===== src/rtl/playback_buffer.sv =====
// Circular FIFO with 1-cycle registered read port, sticky overflow/underflow flags and a
// free-running playback interval timer for the save/playback controller.
module playback_buffer #(
  parameter int DATA_WIDTH   = 8,
  parameter int DEPTH        = 8,
  parameter int TIMER_CYCLES = 50_000_000
) (
  input  logic                         clk,
  input  logic                         reset_n,
  input  logic                         clear,
  input  logic                         write_enable,
  input  logic                         read_enable,
  input  logic                         timer_enable,
  input  logic [DATA_WIDTH-1:0]        data_in,
  output logic [DATA_WIDTH-1:0]        data_out,
  output logic                         data_valid,
  output logic                         empty,
  output logic                         full,
  output logic [$clog2(DEPTH+1)-1:0]   count,
  output logic                         timer,
  output logic                         overflow,
  output logic                         underflow
);

  localparam int AW = $clog2(DEPTH);
  localparam int CW = $clog2(DEPTH + 1);
  localparam int TW = $clog2(TIMER_CYCLES);

  logic [DATA_WIDTH-1:0] mem_q [DEPTH];
  logic [AW-1:0]         wr_ptr_q, rd_ptr_q;
  logic [CW-1:0]         count_q, count_d;
  logic [DATA_WIDTH-1:0] data_out_q;
  logic                  data_valid_q;
  logic                  overflow_q, underflow_q;
  logic [TW-1:0]         tmr_cnt_q;
  logic                  timer_q;
  logic                  rd_acc, wr_acc;

  assign empty = (count_q == '0);
  assign full  = (count_q == CW'(DEPTH));

  // A read while full frees the slot the concurrent write lands in; no bypass when empty.
  always_comb begin
    rd_acc  = read_enable && !empty;
    wr_acc  = write_enable && (!full || rd_acc);
    count_d = count_q + CW'(wr_acc) - CW'(rd_acc);
  end

  always_ff @(posedge clk) begin
    if (!clear && wr_acc) begin
      mem_q[wr_ptr_q] <= data_in;
    end
  end

  always_ff @(posedge clk or negedge reset_n) begin
    if (!reset_n) begin
      wr_ptr_q     <= '0;
      rd_ptr_q     <= '0;
      count_q      <= '0;
      data_out_q   <= '0;
      data_valid_q <= 1'b0;
      overflow_q   <= 1'b0;
      underflow_q  <= 1'b0;
    end else if (clear) begin
      wr_ptr_q     <= '0;
      rd_ptr_q     <= '0;
      count_q      <= '0;
      data_out_q   <= '0;
      data_valid_q <= 1'b0;
      overflow_q   <= 1'b0;
      underflow_q  <= 1'b0;
    end else begin
      count_q      <= count_d;
      data_valid_q <= rd_acc;
      if (wr_acc) wr_ptr_q <= wr_ptr_q + 1'b1;
      if (rd_acc) begin
        rd_ptr_q   <= rd_ptr_q + 1'b1;
        data_out_q <= mem_q[rd_ptr_q];
      end
      if (write_enable && !wr_acc) overflow_q  <= 1'b1;
      if (read_enable && !rd_acc)  underflow_q <= 1'b1;
    end
  end

  // Pulse lands TIMER_CYCLES edges after timer_enable rises, then every TIMER_CYCLES.
  always_ff @(posedge clk or negedge reset_n) begin
    if (!reset_n) begin
      tmr_cnt_q <= '0;
      timer_q   <= 1'b0;
    end else if (clear || !timer_enable) begin
      tmr_cnt_q <= '0;
      timer_q   <= 1'b0;
    end else if (tmr_cnt_q == TW'(TIMER_CYCLES - 1)) begin
      tmr_cnt_q <= '0;
      timer_q   <= 1'b1;
    end else begin
      tmr_cnt_q <= tmr_cnt_q + 1'b1;
      timer_q   <= 1'b0;
    end
  end

  assign data_out   = data_out_q;
  assign data_valid = data_valid_q;
  assign count      = count_q;
  assign timer      = timer_q;
  assign overflow   = overflow_q;
  assign underflow  = underflow_q;

endmodule


===== config.mk =====
export PLATFORM = sky130hd
export DESIGN_NAME = playback_buffer
export DESIGN_NICKNAME = d
export VERILOG_FILES = /design/src/rtl/playback_buffer.sv
export SDC_FILE = /design/constraint.sdc
export NUM_CORES = 1
export LEC_CHECK = 0
export ABC_CLOCK_PERIOD_IN_PS = 2800
export CAP_MARGIN = 20
export CORE_MARGIN = 1.5
export CORE_UTILIZATION = 55
export CTS_CLUSTER_SIZE = 20
export DETAILED_ROUTE_END_ITERATION = 10
export HOLD_SLACK_MARGIN = 0.1
export PLACE_DENSITY = 0.86
export SLEW_MARGIN = 5
export SYNTH_ARGS = -nofsm -noshare
export SYNTH_HDL_FRONTEND = slang
export SYNTH_SLANG_ARGS = --single-unit

===== constraint.sdc =====
create_clock -name clk -period 2.8 [get_ports clk]
set_input_delay 0.7 -clock clk [delete_from_list [all_inputs] [get_ports clk]]
set_output_delay 0.7 -clock clk [all_outputs]
set_load 0.02 [all_outputs]

==> results of run 1 <==
-- synthesized netlist by cell type, drive strengths merged --
| cell type | number |
|---|---|
| a211oi | 8 |
| a21o | 3 |
| a21oi | 16 |
| a31oi | 2 |
| and2 | 1 |
| and3 | 2 |
| and4 | 4 |
| buf | 9 |
| clkbuf | 4 |
| dfrtp | 48 |
| edfxtp | 64 |
| fa | 1 |
| ha | 8 |
| inv | 9 |
| mux2i | 9 |
| mux4 | 16 |
| nand2 | 14 |
| nand2b | 4 |
| nand3 | 14 |
| nand3b | 2 |
| nand4 | 6 |
| nor2 | 39 |
| nor2b | 3 |
| nor3 | 5 |
| nor4 | 4 |
| nor4b | 1 |
| o211ai | 1 |
| o21ai | 10 |
| o31ai | 4 |
| or2 | 1 |
| or3 | 6 |
| or3b | 4 |
| or4 | 6 |
| xnor2 | 9 |
| xor2 | 8 |
-- worst paths after layout --
path                       startpoint       endpoint  slack, ps  cells after the start
min                           reset_n    data_out[0]        200                      1
max                          count[2]           full        100                      5
max in group asynchronous     reset_n  tmr_cnt_q[22]       2040                      2
max reg2reg                  count[2]       count[2]        270                     10
min reg2reg                  overflow       overflow        510                      2
min in group clk             overflow       overflow        510                      2
-- per-layer routing --
metal	vias up	wire length (um)	part of all wire	track usage
met5	-	0	0	0
met4	0	116	0.013	0.06159
met3	12	421	0.046	0.06025
met2	65	4734	0.52	0.3700
met1	1484	3889	0.42	0.2718
li1	1383	-	-	-
-- layout make-up --
cell class / instances / area (sq um)
flip-flops and latches: 112 / 3123
repair buffers: 49 / 439.2
well taps: 105 / 131.4
clock buffers: 9 / 123.9
fillers: 609 / 2808
clock inverters: 7 / 85.08
inverters: 9 / 33.78
multi-input cells: 211 / 1597
-- flip-flops by register name (all words and copies together), names as in the netlist --
register	flops
count	4
data_out	8
data_valid	1
mem_q	64
overflow	1
rd_ptr_q	3
timer	1
tmr_cnt_q	26
underflow	1
wr_ptr_q	3
-- kinds of logic after synthesis --
| group | count (synthesis) | synth area share |
|---|---|---|
| and+or+nand+nor | 116 | 0.1276 |
| AOI/OAI and AO/OA | 44 | 0.05456 |
| buffers and inverters | 22 | 0.02000 |
| muxes | 25 | 0.09353 |
| DFF | 112 | 0.6485 |
| adders and majority gates | 9 | 0.02494 |
| xor gates and xnor gates | 17 | 0.03092 |
-- through the flow --
step,setup WS [ps],cell area (sq um),instances,power (mW)
2_1_floorplan,131.8,4816,345,2.640
3_3_place_gp,127.5,5318,485,2.986
5_1_grt,8.459,5533,502,4.192
6_report,95.94,5533,502,3.982
4_1_cts,88.15,5524,501,4.007
3_5_place_dp,23.40,5318,485,3.045
-- power breakdown --
| part | internal, mW | switching, mW | leakage [nW] |
|---|---|---|---|
| registers | 1.87 | 0.113 | 1.23 |
| clock network | 0.368 | 0.613 | 0.103 |
| logic | 0.492 | 0.525 | 0.652 |
| total | 2.73 | 1.25 | 1.99 |
-- timing repair --
item	4_1_cts	5_1_grt
buffers inserted	0	1
gates resized for setup	2	1
setup endpoints to repair	2	2
pin swaps	0	0
hold endpoints to repair	0	0
==> results, run 1 <==
- Counting stages on the worst path, the most repeated cell is inv_1.
- In this run, distinct cell masters in the synthesized netlist total 41.
- The analysis attributes to cell leakage a power of 1.989 nW.
- The post-route clock skew is 18.42 ps.
- The number of levels the H-tree was split into is 3.
- The per-instance average area after synthesis is 13.96 sq um.
- The die outline area is 9327 sq um.
- Across the VDD grid, the largest voltage drop is 413.3 uV.
- The count of clock tree sinks is 112.
- Measured on the finished design, the core utilization comes to 0.6634.
- Port buffering added 31 buffers.
- The peak clock frequency supported by timing is 369.8 MHz.
- The cell family contributing the most delay on the critical path is buffers and inverters.
- The top cell type's share of synthesized area is 0.3991.
- The number of register bits inferred by synthesis is 112.
- The maximum number of pins on one net before global-route repair is 24.
- The worst path in the final design needs a cycle of 2704 ps, including I/O delays and setup.
- The buffer cell driving the clock tree root is clkbuf_8.
- Of the cells placed in the final design, the portion with a size suffix greater than 1 is 0.1511.
- Across all layers, the routed design uses 2944 vias.
- The overall overflow remaining after global route is 0.
- STA classifies the critical path startpoint as a register.
- Yosys attributes the largest share of cell area to edfxtp_1, dfrtp_1, mux4_2, nor2_1, ha_1.
- The leading cell type in the layout, fill and taps excluded is edfxtp_1.
- For this run, design rule violations remaining after detail routing come to 0.
- The final layout contains routed wiring with a total length of 9161 um.
- The initial antenna violation count is 0.
- The routed length per instance is 18.25 um.
- The arrival time of data at the critical path endpoint is 2000 ps.
- Summed over all instances, the cell type with the most area after synthesis is edfxtp_1.
- For this run, the total global-route usage over all layers was measured as 0.2168.
- Clock latency on the worst-skew pair, taken at its later pin, is 390 ps.
- The smallest hold slack is 197.0 ps.
- The run finished with clean final reports.
- The core box area is 8341 sq um.
- The count of endpoints failing hold in the final timing report came to 0.
- The number of nets in the synthesized netlist is 368.
- The first-pass iteration count of the detailed router is 4.
- 32 I/O pins were placed.
- The post-route fraction of the period consumed by the critical path is 0.9657.
- Summed over all nets, the half-perimeter wirelength after detailed placement is 6481 um.
- 0 antenna diodes ended up in the layout.
- The critical path goes through inv_1, ha_1, or3b_2, inv_1, dlygate4sd2_1.
- The endpoint class of the critical path is an output port.
- The number of global-route vias before repair is 2955.
- The floorplan step set the die height to 96.58 um.
- The combined area of all synthesized cells is 4816 sq um.
- In this run, CTS created clock tree buffers numbering 9.
- Of the synthesized area, sequential elements account for 0.6485.
- The first global-routing pass estimated 14660 um of wire.
- The clock tree from TritonCTS is built.
- The final net count is 415.
- The post-detailed-route count of antenna-violating nets is 0.
- The power density over the cells is 719.7 nW/um^2.
- The area growth from synthesis to layout is 14.89%.
- For this run, the number of Yosys warnings is 0.
- The critical path class is register to output port.
- Hold repair after CTS inserted 0 buffers.
- The critical-path maximum fanout is 3.
- The number of cells produced by synthesis is 345.
- The slowest library cell on the worst path is or3b_2.
- For the pin with the worst max-slew slack, the measured transition is 773.0 ps.
- The max-slew violation count is 0.
- The class of the tightest hold or removal check is input port to async pin.
- The delay contributed by the slowest stage of the critical path is 490 ps.
- The library cells used most frequently in the layout, excluding fill and tap cells, are edfxtp_1, dfrtp_1, nor2_1.
- After detailed routing, the number of vias per cell comes to 5.865.
- Headroom to the max-slew limit came out at 0.4847.
- After floorplanning, the core was divided into 33 placement rows.
- The total negative slack for setup checks is 0 ps.
- The critical path buffer and inverter count is 3.
- The initial standard-cell utilization of the core is 0.5774.
- The data required time of the critical path is 2100 ps.
- Across the run, the number of max-cap violations was 0.
- Setup violations remaining at the end of the flow were counted as 0.
- Routability-driven placement finished with a final weighted congestion of 0.8144.
- The clock-pin slew on the worst setup and hold paths is 110 ps.
- The detailed router's first-iteration violation count is 175.
- No sink is reached through more buffers than the 2 on the longest clock path.
- The chip width is 96.58 um.
- Setup repair after global routing left no endpoint under its margin.
No activity file was read; power rests on OpenSTA's default activity.
==> inputs of run 2 (changes only) <==
--- a/config.mk
+++ b/config.mk
@@ -13,6 +13,7 @@
 export DETAILED_ROUTE_END_ITERATION = 10
 export HOLD_SLACK_MARGIN = 0.1
 export PLACE_DENSITY = 0.86
+export SKIP_CTS_REPAIR_TIMING = 1
 export SLEW_MARGIN = 5
 export SYNTH_ARGS = -nofsm -noshare
 export SYNTH_HDL_FRONTEND = slang
==> results, run 2 (synthesis gave the netlist of run 1 again) <==
- The flow ran to the end, and the final reports show no timing, DRC or antenna violations.
- The count of clock tree sinks is 112 (unchanged).
- The overall power after layout came to 3.993 mW (+0.27%).
- The flip-flop count of the largest register after layout was 64 (unchanged).
- The port buffer count is 31 (unchanged).
- The routed length per instance was 18.37 um (+0.64%).
- The startpoint class of the critical path is a register.
- The data required time of the critical path was 2100 ps (about the same).
- The peak ir drop on the vdd network is 416.2 uV (+0.71%).
- The slowest library cell on the worst path is or3b_2.
- The worst hold path belongs to the class input port to async pin.
- The initial antenna violation count came to 0 (unchanged).
- The final net count is 415 (unchanged).
- The maximum clock insertion buffer count is 2 (unchanged).
- The post-place instance area is 5318 sq um (unchanged).
- The detail-routed via count per cell is 5.928 (+1.1%).
- The measured slew at the worst slew-check pin was 775.6 ps (+2.680 ps).
- Setup repair after global routing left no endpoint under its margin.
- The boundary pin count is 32 (unchanged).
- The register with the most flip-flops is mem_q.
- The vertical die dimension is 96.58 um (unchanged).
- The largest delay contributor family on the critical path is simple AND/OR/NAND/NOR gates.
- In the layout the commonest cells are edfxtp_1, dfrtp_1, nor2_1.
- Walking the worst path, the cells encountered are inv_1, ha_1, or3b_2, inv_1, dlymetal6s2s_1.
- The number of levels the H-tree was split into came to 3 (unchanged).
- The wire length of the first global-routing pass was 14650 um (about the same).
- The final period demand of the worst path was 2613 ps (-90.69 ps).
- TritonCTS built the clock tree.
- The overall routing resource usage is 0.2167 (about the same).
- The number of antenna diodes came to 0 (unchanged).
- The fill cell instance count of the final layout is 608 (-0.16%).
- The terminus of the critical flop-to-flop path is count[2].
- The number of global-route vias before repair was 2955 (unchanged).
- The max-slew violation count is 0 (unchanged).
- The detailed router's first-iteration violation count is 171 (-2.3%).
- The number of core rows is 33 (unchanged).
- The slack of the worst reg-to-reg path was 270 ps (about the same).
- The clock buffer count from CTS is 9 (unchanged).
- The placer congestion estimate is 0.8144 (unchanged).
- The critical-path maximum fanout is 3 (unchanged).
- The met1 layer usage reported by global route is 0.2713 (-0.0005382).
- The routed via count came to 2976 (+1.1%).
- The proportion of layout cells with a drive suffix above 1 is 0.1511 (unchanged).
- The critical path starts at count[2].
- The total negative slack for setup checks is 0 ps (unchanged).
- The routing usage on met3 is 0.06025 (unchanged).
- The core box area is 8341 sq um (unchanged).
- The worst setup path is captured at an output port.
- The relative slew slack is 0.4829 (-0.001787).
- The initial standard-cell utilization of the core is 0.5774 (unchanged).
- The maximum number of pins on one net before global-route repair came to 24 (unchanged).
- From synthesis to final layout, the design area changed by 15.02%.
- The estimated wirelength of the detail-placed design is 6481 um (unchanged).
- The overall overflow remaining after global route is 0 (unchanged).
- The clock-pin slew on the worst setup and hold paths is 110 ps (about the same).
- The worst register-to-register path begins at count[2].
- The cell seen most often among critical-path stages is inv_1.
- The number of stages on the worst setup path is 5 (unchanged).
- The power density over the cells is 720.9 nW/um^2 (+0.16%).
- The leading cell type in the layout, fill and taps excluded is edfxtp_1.
- The chip width came to 96.58 um (unchanged).
- The number of max-cap violations is 0 (unchanged).
- The setup violation total in the final timing report is 0 (unchanged).
- The die outline area is 9327 sq um (unchanged).
- The clock latency at the later pin of the worst-skew pair is 390 ps (about the same).
- The count of endpoints failing hold in the final timing report is 0 (unchanged).
- The first-pass iteration count of the detailed router is 4 (unchanged).
- The tree is rooted in a clkbuf_8.
- The summed area of non-filler cells in the final layout is 5539 sq um (+0.11%).
- The post-route clock skew was 18.46 ps (+0.04410 ps).
- The arrival time of data at the critical path endpoint is 1910 ps (-90 ps).
- The post-route fraction of the period consumed by the critical path came to 0.9333 (-0.03239).
- The number of remaining DRC errors is 0 (unchanged).
- The post-detailed-route count of antenna-violating nets is 0 (unchanged).
- The last element of the critical path is full.
- The post-detailed-routing wire length is 9220 um (+0.64%).
- The delay contributed by the slowest stage of the critical path was 490 ps (about the same).
- The critical path in this run is classified as register to output port.
- The critical path buffer and inverter count is 3 (unchanged).
- The met2 capacity usage during global routing is 0.3700 (unchanged).
- After global routing, the most crowded layer is met2.
- The leakage dissipation came to 2.012 nW (+1.1%).
- The peak clock frequency supported by timing came to 382.6 MHz (+3.5%).
- The cell depth of the worst flop-to-flop path came to 10 (unchanged).
## run 2: cell count changes in the layout (fill, tap and decap cells not counted), sizes merged
cell           change
clkdlybuf4s15      -1
dlymetal6s2s       +2
dlygate4sd2        -1
## run 2: worst min path at each step
stage,from,to,slack (ps),cells after the start
detailed placement,overflow,overflow,490,2
finish,reset_n,data_out[0],200,1
global placement,underflow,underflow,490,2
global route,reset_n,tmr_cnt_q[0],200,1
floorplan,reset_n,count[0],400,0
CTS,reset_n,tmr_cnt_q[3],200,1
## run 2: where the power goes
part | switching (mW) | leakage [nW] | total, mW | internal, mW
combinational | 0.527 | 0.675 | 1.03 | 0.499
clock | 0.615 | 0.103 | 0.984 | 0.368
sequential | 0.113 | 1.23 | 1.98 | 1.87
total | 1.26 | 2.01 | 3.99 | 2.74
## run 2: per-stage QoR
stage	utilization	hold WS, ps	std cells	worst slack, ps
floorplan	-	404.4	345	131.8
global placement	0.6376	485.7	485	127.5
detailed placement	0.6376	487.1	485	23.40
CTS	0.6626	195.9	501	-184.1
global route	0.6641	202.0	502	94.70
finish	0.6641	198.6	502	186.6
## run 2: cell type report
class | instances | area, sq um | area share
clock buffer | 9 | 123.9 | 0.02236
clock inverter | 7 | 85.08 | 0.01536
inverter | 9 | 33.78 | 0.006099
multi-input combinational | 211 | 1597 | 0.2882
sequential | 112 | 3123 | 0.5638
tap | 105 | 131.4 | 0.02372
timing repair buffer | 49 | 445.4 | 0.08042
## run 2: layer usage
metal	vias to the layer above	part of all wire
met1	1507	0.43
met3	12	0.045
li1	1384	-
met2	73	0.52
met5	-	0
met4	0	0.011
==> inputs of run 3 (changes only) <==
--- a/config.mk
+++ b/config.mk
@@ -6,7 +6,7 @@
 export NUM_CORES = 1
 export LEC_CHECK = 0
 export ABC_CLOCK_PERIOD_IN_PS = 2800
-export CAP_MARGIN = 20
+export CAP_MARGIN = 5
 export CORE_MARGIN = 1.5
 export CORE_UTILIZATION = 55
 export CTS_CLUSTER_SIZE = 20
==> results of run 3 <==
Same layout as run 2: the final DEF is identical, and so are final timing and power.
